<file path="config.mk">
export PLATFORM = sky130hd
export DESIGN_NAME = led_matrix_scan_driver
export DESIGN_NICKNAME = d
export VERILOG_FILES = /design/src/rtl/led_matrix_scan_driver.sv
export SDC_FILE = /design/constraint.sdc
export NUM_CORES = 1
export LEC_CHECK = 0
export ABC_AREA = 1
export BUFFER_PORTS_ARGS = -buffer_cell sky130_fd_sc_hd__buf_2
export CAP_MARGIN = 10
export CORE_UTILIZATION = 62
export DETAILED_ROUTE_END_ITERATION = 8
export MAX_ROUTING_LAYER = met4
export PLACE_DENSITY = 0.9
export SYNTH_ARGS = -nofsm -noshare
export SYNTH_HDL_FRONTEND = slang
export SYNTH_SLANG_ARGS = --single-unit
export TNS_END_PERCENT = 5
</file>
<file path="constraint.sdc">
create_clock -name clk -period 7.1 [get_ports clk]
set_input_delay 1.42 -clock clk [delete_from_list [all_inputs] [get_ports clk]]
set_output_delay 1.42 -clock clk [all_outputs]
set_load 0.1 [all_outputs]
</file>
<file path="src/rtl/led_matrix_scan_driver.sv">
// Row-scanned driver for the 7x5 game LED matrix. It shows ships, hits, blinking
// misses and a blinking cursor, using inputs captured once per frame.
module led_matrix_scan_driver #(
  parameter int SCAN_DIV    = 1000,
  parameter int SLOW_FRAMES = 50,
  parameter int FAST_FRAMES = 12
) (
  input  logic        clk,
  input  logic        clr,
  input  logic [34:0] m_po,
  input  logic [34:0] m_at,
  input  logic [2:0]  cur_row,
  input  logic [2:0]  cur_col,
  input  logic        show_ships,
  output logic [4:0]  row_sel,
  output logic [6:0]  col_out,
  output logic        frame_tick
);

  localparam int DIV_W  = $clog2(SCAN_DIV);
  localparam int SLOW_W = (SLOW_FRAMES > 1) ? $clog2(SLOW_FRAMES) : 1;
  localparam int FAST_W = (FAST_FRAMES > 1) ? $clog2(FAST_FRAMES) : 1;

  localparam logic [DIV_W-1:0]  DIV_LAST  = DIV_W'(SCAN_DIV - 1);
  localparam logic [SLOW_W-1:0] SLOW_LAST = SLOW_W'(SLOW_FRAMES - 1);
  localparam logic [FAST_W-1:0] FAST_LAST = FAST_W'(FAST_FRAMES - 1);
  localparam logic [2:0]        LAST_ROW  = 3'd4;

  // ST_START is the single cycle after reset release: it opens frame 0.
  typedef enum logic {
    ST_START,
    ST_SCAN
  } state_t;

  state_t state, state_nxt;

  logic [DIV_W-1:0]  div_cnt, div_nxt;
  logic [2:0]        row_idx, row_idx_nxt;
  logic [SLOW_W-1:0] slow_cnt;
  logic [FAST_W-1:0] fast_cnt;
  logic              slow_ph, fast_ph;
  logic              frame_start, row_load;

  logic [34:0] snap_po, snap_at;
  logic [2:0]  snap_cur_row, snap_cur_col;
  logic        snap_show;

  logic [6:0]  pixel_row;
  logic [5:0]  cell_idx;
  logic        cell_po, cell_at, cursor_on;

  // NOTE: state registers use non-blocking assignments so every flop samples the
  // values from before the edge, regardless of the order of the statements.
  always_ff @(posedge clk) begin
    if (!clr) state <= ST_START;
    else      state <= state_nxt;
  end

  // NOTE: every signal driven here gets a default first, so no path leaves one
  // unassigned and no latch is inferred.
  always_comb begin
    state_nxt   = state;
    frame_start = 1'b0;
    row_load    = 1'b0;
    div_nxt     = div_cnt + 1'b1;
    row_idx_nxt = row_idx;
    unique case (state)
      ST_START: begin
        state_nxt   = ST_SCAN;
        frame_start = 1'b1;
        row_load    = 1'b1;
        div_nxt     = '0;
        row_idx_nxt = 3'd0;
      end
      ST_SCAN: begin
        if (div_cnt == DIV_LAST) begin
          row_load = 1'b1;
          div_nxt  = '0;
          // The row counter wraps explicitly; 5 is never produced.
          if (row_idx == LAST_ROW) begin
            row_idx_nxt = 3'd0;
            frame_start = 1'b1;
          end else begin
            row_idx_nxt = row_idx + 3'd1;
          end
        end
      end
      default: state_nxt = ST_START;
    endcase
  end

  // Column pattern for the row being driven, from the frame snapshot.
  always_comb begin
    pixel_row = '0;
    cell_idx  = '0;
    cell_po   = 1'b0;
    cell_at   = 1'b0;
    cursor_on = (snap_cur_row < 3'd5) && (snap_cur_col < 3'd7);
    for (int c = 0; c < 7; c++) begin
      cell_idx = 6'(c * 5 + 4) - 6'(row_idx);
      cell_po  = snap_po[cell_idx];
      cell_at  = snap_at[cell_idx];
      if (cursor_on && snap_cur_col == 3'(c) && snap_cur_row == row_idx)
        pixel_row[c] = fast_ph;
      else if (cell_at && cell_po)
        pixel_row[c] = 1'b1;
      else if (cell_at)
        pixel_row[c] = slow_ph;
      else if (cell_po && snap_show)
        pixel_row[c] = 1'b1;
    end
  end

  always_ff @(posedge clk) begin
    if (!clr) begin
      div_cnt      <= '0;
      row_idx      <= 3'd0;
      slow_cnt     <= '0;
      fast_cnt     <= '0;
      slow_ph      <= 1'b0;
      fast_ph      <= 1'b0;
      snap_po      <= '0;
      snap_at      <= '0;
      snap_cur_row <= 3'd0;
      snap_cur_col <= 3'd0;
      snap_show    <= 1'b0;
      row_sel      <= 5'b11111;
      col_out      <= '0;
      frame_tick   <= 1'b0;
    end else begin
      div_cnt    <= div_nxt;
      row_idx    <= row_idx_nxt;
      frame_tick <= frame_start;

      // Inputs and blink phases change only at frame starts, so a frame is coherent.
      if (frame_start) begin
        snap_po      <= m_po;
        snap_at      <= m_at;
        snap_cur_row <= cur_row;
        snap_cur_col <= cur_col;
        snap_show    <= show_ships;
        if (slow_cnt == SLOW_LAST) begin
          slow_cnt <= '0;
          slow_ph  <= ~slow_ph;
        end else begin
          slow_cnt <= slow_cnt + 1'b1;
        end
        if (fast_cnt == FAST_LAST) begin
          fast_cnt <= '0;
          fast_ph  <= ~fast_ph;
        end else begin
          fast_cnt <= fast_cnt + 1'b1;
        end
      end

      // Columns go dark for the cycle in which the row drive moves, avoiding ghosting.
      if (row_load) begin
        row_sel <= ~(5'd1 << row_idx_nxt);
        col_out <= '0;
      end else begin
        col_out <= pixel_row;
      end
    end
  end

endmodule
</file>
==> run metrics <==
Post-Syn Area 0.00616 mm^2; worst-path fanout max 82; CP Data Required Time 7540 ps; initial DRC count 523; core box area 0.00968 mm^2; Non-Filler Instances 1136; worst-skew pair later-pin latency 530 ps; final setup violation count 0; crit path launch type flip-flop; setup slack after layout 2900 ps; hold path cells 1; most frequent cell after synthesis nand2_1; pin count of the biggest net entering global routing 87; GRT Resource Usage Total 33.1%; worst slew pin tran 883 ps; FF-to-FF End col_out[4]; first-pass GRT wire length 25.7 mm; Yosys top cell by area dfxtp_1; initial antenna violation count 0; residual DRC count 0; pre-CTS setup slack 3070 ps; Post-synth EDFFs 0; fin crit share 59.2%; Mapped Cells 927; Clock Pin Slew Worst Setup and Hold Paths 60 ps; skew final 8.30 ps; Worst Hold Class reg -> reg; post-synth net total 1020; initial core utilization 63.6%; max cap viols 0; vias in the first global route 5621; DR WL/cell 14.0 um; worst reg2reg setup slack 2900 ps; leading cell types by count after synthesis nand2_1, nor2_1, o21ai_0, dfxtp_1, nand3_1; r2r worst-path depth 13; unrepaired setup endpoints after global routing no; syn avg cell area 6.65 um^2; row count 36; Placer Congestion 1.03; layout cell share with drive strength beyond 1 14.1%; WHS Endpoint div_cnt[0]; Net count, final 1083; synth warn 0; Leakage 3.11 nW; setup TNS 0 ps; vias 6407; post-CTS sizing 0; CTS Buffer Depth 2; Hold Crit Start div_cnt[0]; Post-DP HPWL 10.6 mm; number of setup buffers added after CTS 0; CP arrival 4650 ps; Routed Antenna Nets 0; placed cell count 1104; # clock sinks 116; grt ovf 0; main flop type after synthesis dfxtp_1; Yosys top cell area share 37.7%; die width 102 um; die area 0.0103 mm^2; CP Capture Type flip-flop; Max VDD drop 0.175 mV; Layout Utilization 73.4%; TritonCTS clock tree built; largest cells by area after synthesis dfxtp_1, o21ai_0, nand2_1, nor2_1, nand3_1; maximum clock rate 0.238 GHz; Port-buffer cells 91; Pwr Density 234 mW/mm^2; vias per cell 5.64; Area Overhead vs Synth 15.4%; H-tree depth 4; Post-synth ARST share 0%; CTS root buffer clkbuf_8; Layout fillers 788; drt total wl 15.9 mm; Pwr Total 1.67 mW; die span in y 102 um; hold_buf cts 0; status finished, final reports clean; Seq/Total Area, Yosys 37.7%; FF+latch count, synth 116; TritonCTS Buffers 17; Final min period 4200 ps; R2R Path Start row_idx[0]; Unique masters post-synth 35; DR pass1 iterations 5; Slew Limit Fails 0; ANT cells 0; I/O pin cnt 92; critical path class reg -> reg; Hold Violations, Final 0; Rel. slew slack 41.1%
## registers in the layout, summed over array words and instances, names as in the netlist, 3 cells and up
register / count
col_out: 7
div_cnt: 10
fast_cnt: 4
row_idx: 3
row_sel: 5
slow_cnt: 6
snap_at: 35
snap_cur_col: 3
snap_cur_row: 3
snap_po: 35
## cell usage in the layout (no fill, tap or decap), types with 3 or more instances in the layout
master and count:
clkinv_4 3, nand4_1 5, nand2_1 179, a21oi_1 70, o21ai_0 135, xor2_1 4, nor2_1 144, clkinvlp_4 4
or2_2 3, dfxtp_1 115, o211ai_1 20, inv_6 3, xnor2_1 3, clkinv_2 3, clkbuf_16 16, nor3b_1 5
ha_1 14, buf_4 4, nand3_1 79, buf_2 91, nor3_1 5, inv_1 74
## layer usage
layer | wire, um | GRT usage, % | vias up | part of all wire [%]
li1 | - | - | 3185 | -
met1 | 6790 | 40.8 | 2863 | 43
met2 | 7290 | 51.4 | 301 | 46
met3 | 1240 | 6.63 | 58 | 7.8
met4 | 533 | 16.5 | 0 | 3.4
met5 | 0 | - | - | 0
## worst max-delay path by stage
stage / from / end / slack (ps)
after floorplan: row_sel[0] / row_sel[0] / 4760
after global placement: row_idx[0] / col_out[6] / 3200
after detailed placement: row_idx[0] / col_out[4] / 3070
after CTS: row_idx[0] / col_out[4] / 2990
after global routing: row_idx[0] / col_out[4] / 2510
final: row_idx[0] / col_out[4] / 2900
## logic make-up (layout without fill, tap and decap cells)
group           count (synthesis)  count (layout)  synth area share [%]
flops                         116             116                  37.7
xor+xnor                        7               7                 0.995
simple gates                  428             428                  29.0
buf+inv                       129             205                  9.24
fa+ha+maj                      14              14                  2.84
compound gates                233             233                  20.2
## critical path, cell delays in order, from the launching register on
cell and delay [ps]:
dfxtp_2 310, buf_4 530, inv_2 550, ha_1 950
inv_1 630, a21oi_1 290, o21ai_0 120, nand3_1 120
nand3_1 90, nand2_1 110, nand2_1 60, nand3_1 70
nand2_1 60, a21oi_1 120
## layout make-up
cell class / instances / area (um^2) / share of cell area, %
Inverter: 77 / 289 / 4.06
Tap cell: 133 / 166 / 2.34
Clock buffer: 18 / 428 / 6.02
Clock inverter: 14 / 128 / 1.79
Sequential cell: 116 / 2320 / 32.7
Timing Repair Buffer: 96 / 505 / 7.11
Multi-Input combinational cell: 682 / 3270 / 46.0
## report_power, final
part | internal [mW] | switching [mW] | total [mW]
Sequential | 0.686 | 0.0251 | 0.711
Combinational | 0.0584 | 0.101 | 0.160
Clock | 0.475 | 0.321 | 0.796
Total | 1.22 | 0.448 | 1.67
## metrics by stage
stage / area (um^2) / hold slack, ps
global placement: 6560 / 433
finish: 7110 / 455
global route: 7110 / 479
CTS: 7110 / 458
detailed placement: 6560 / 447
floorplan: 6160 / 418
Power figures use the tool's default switching activity.
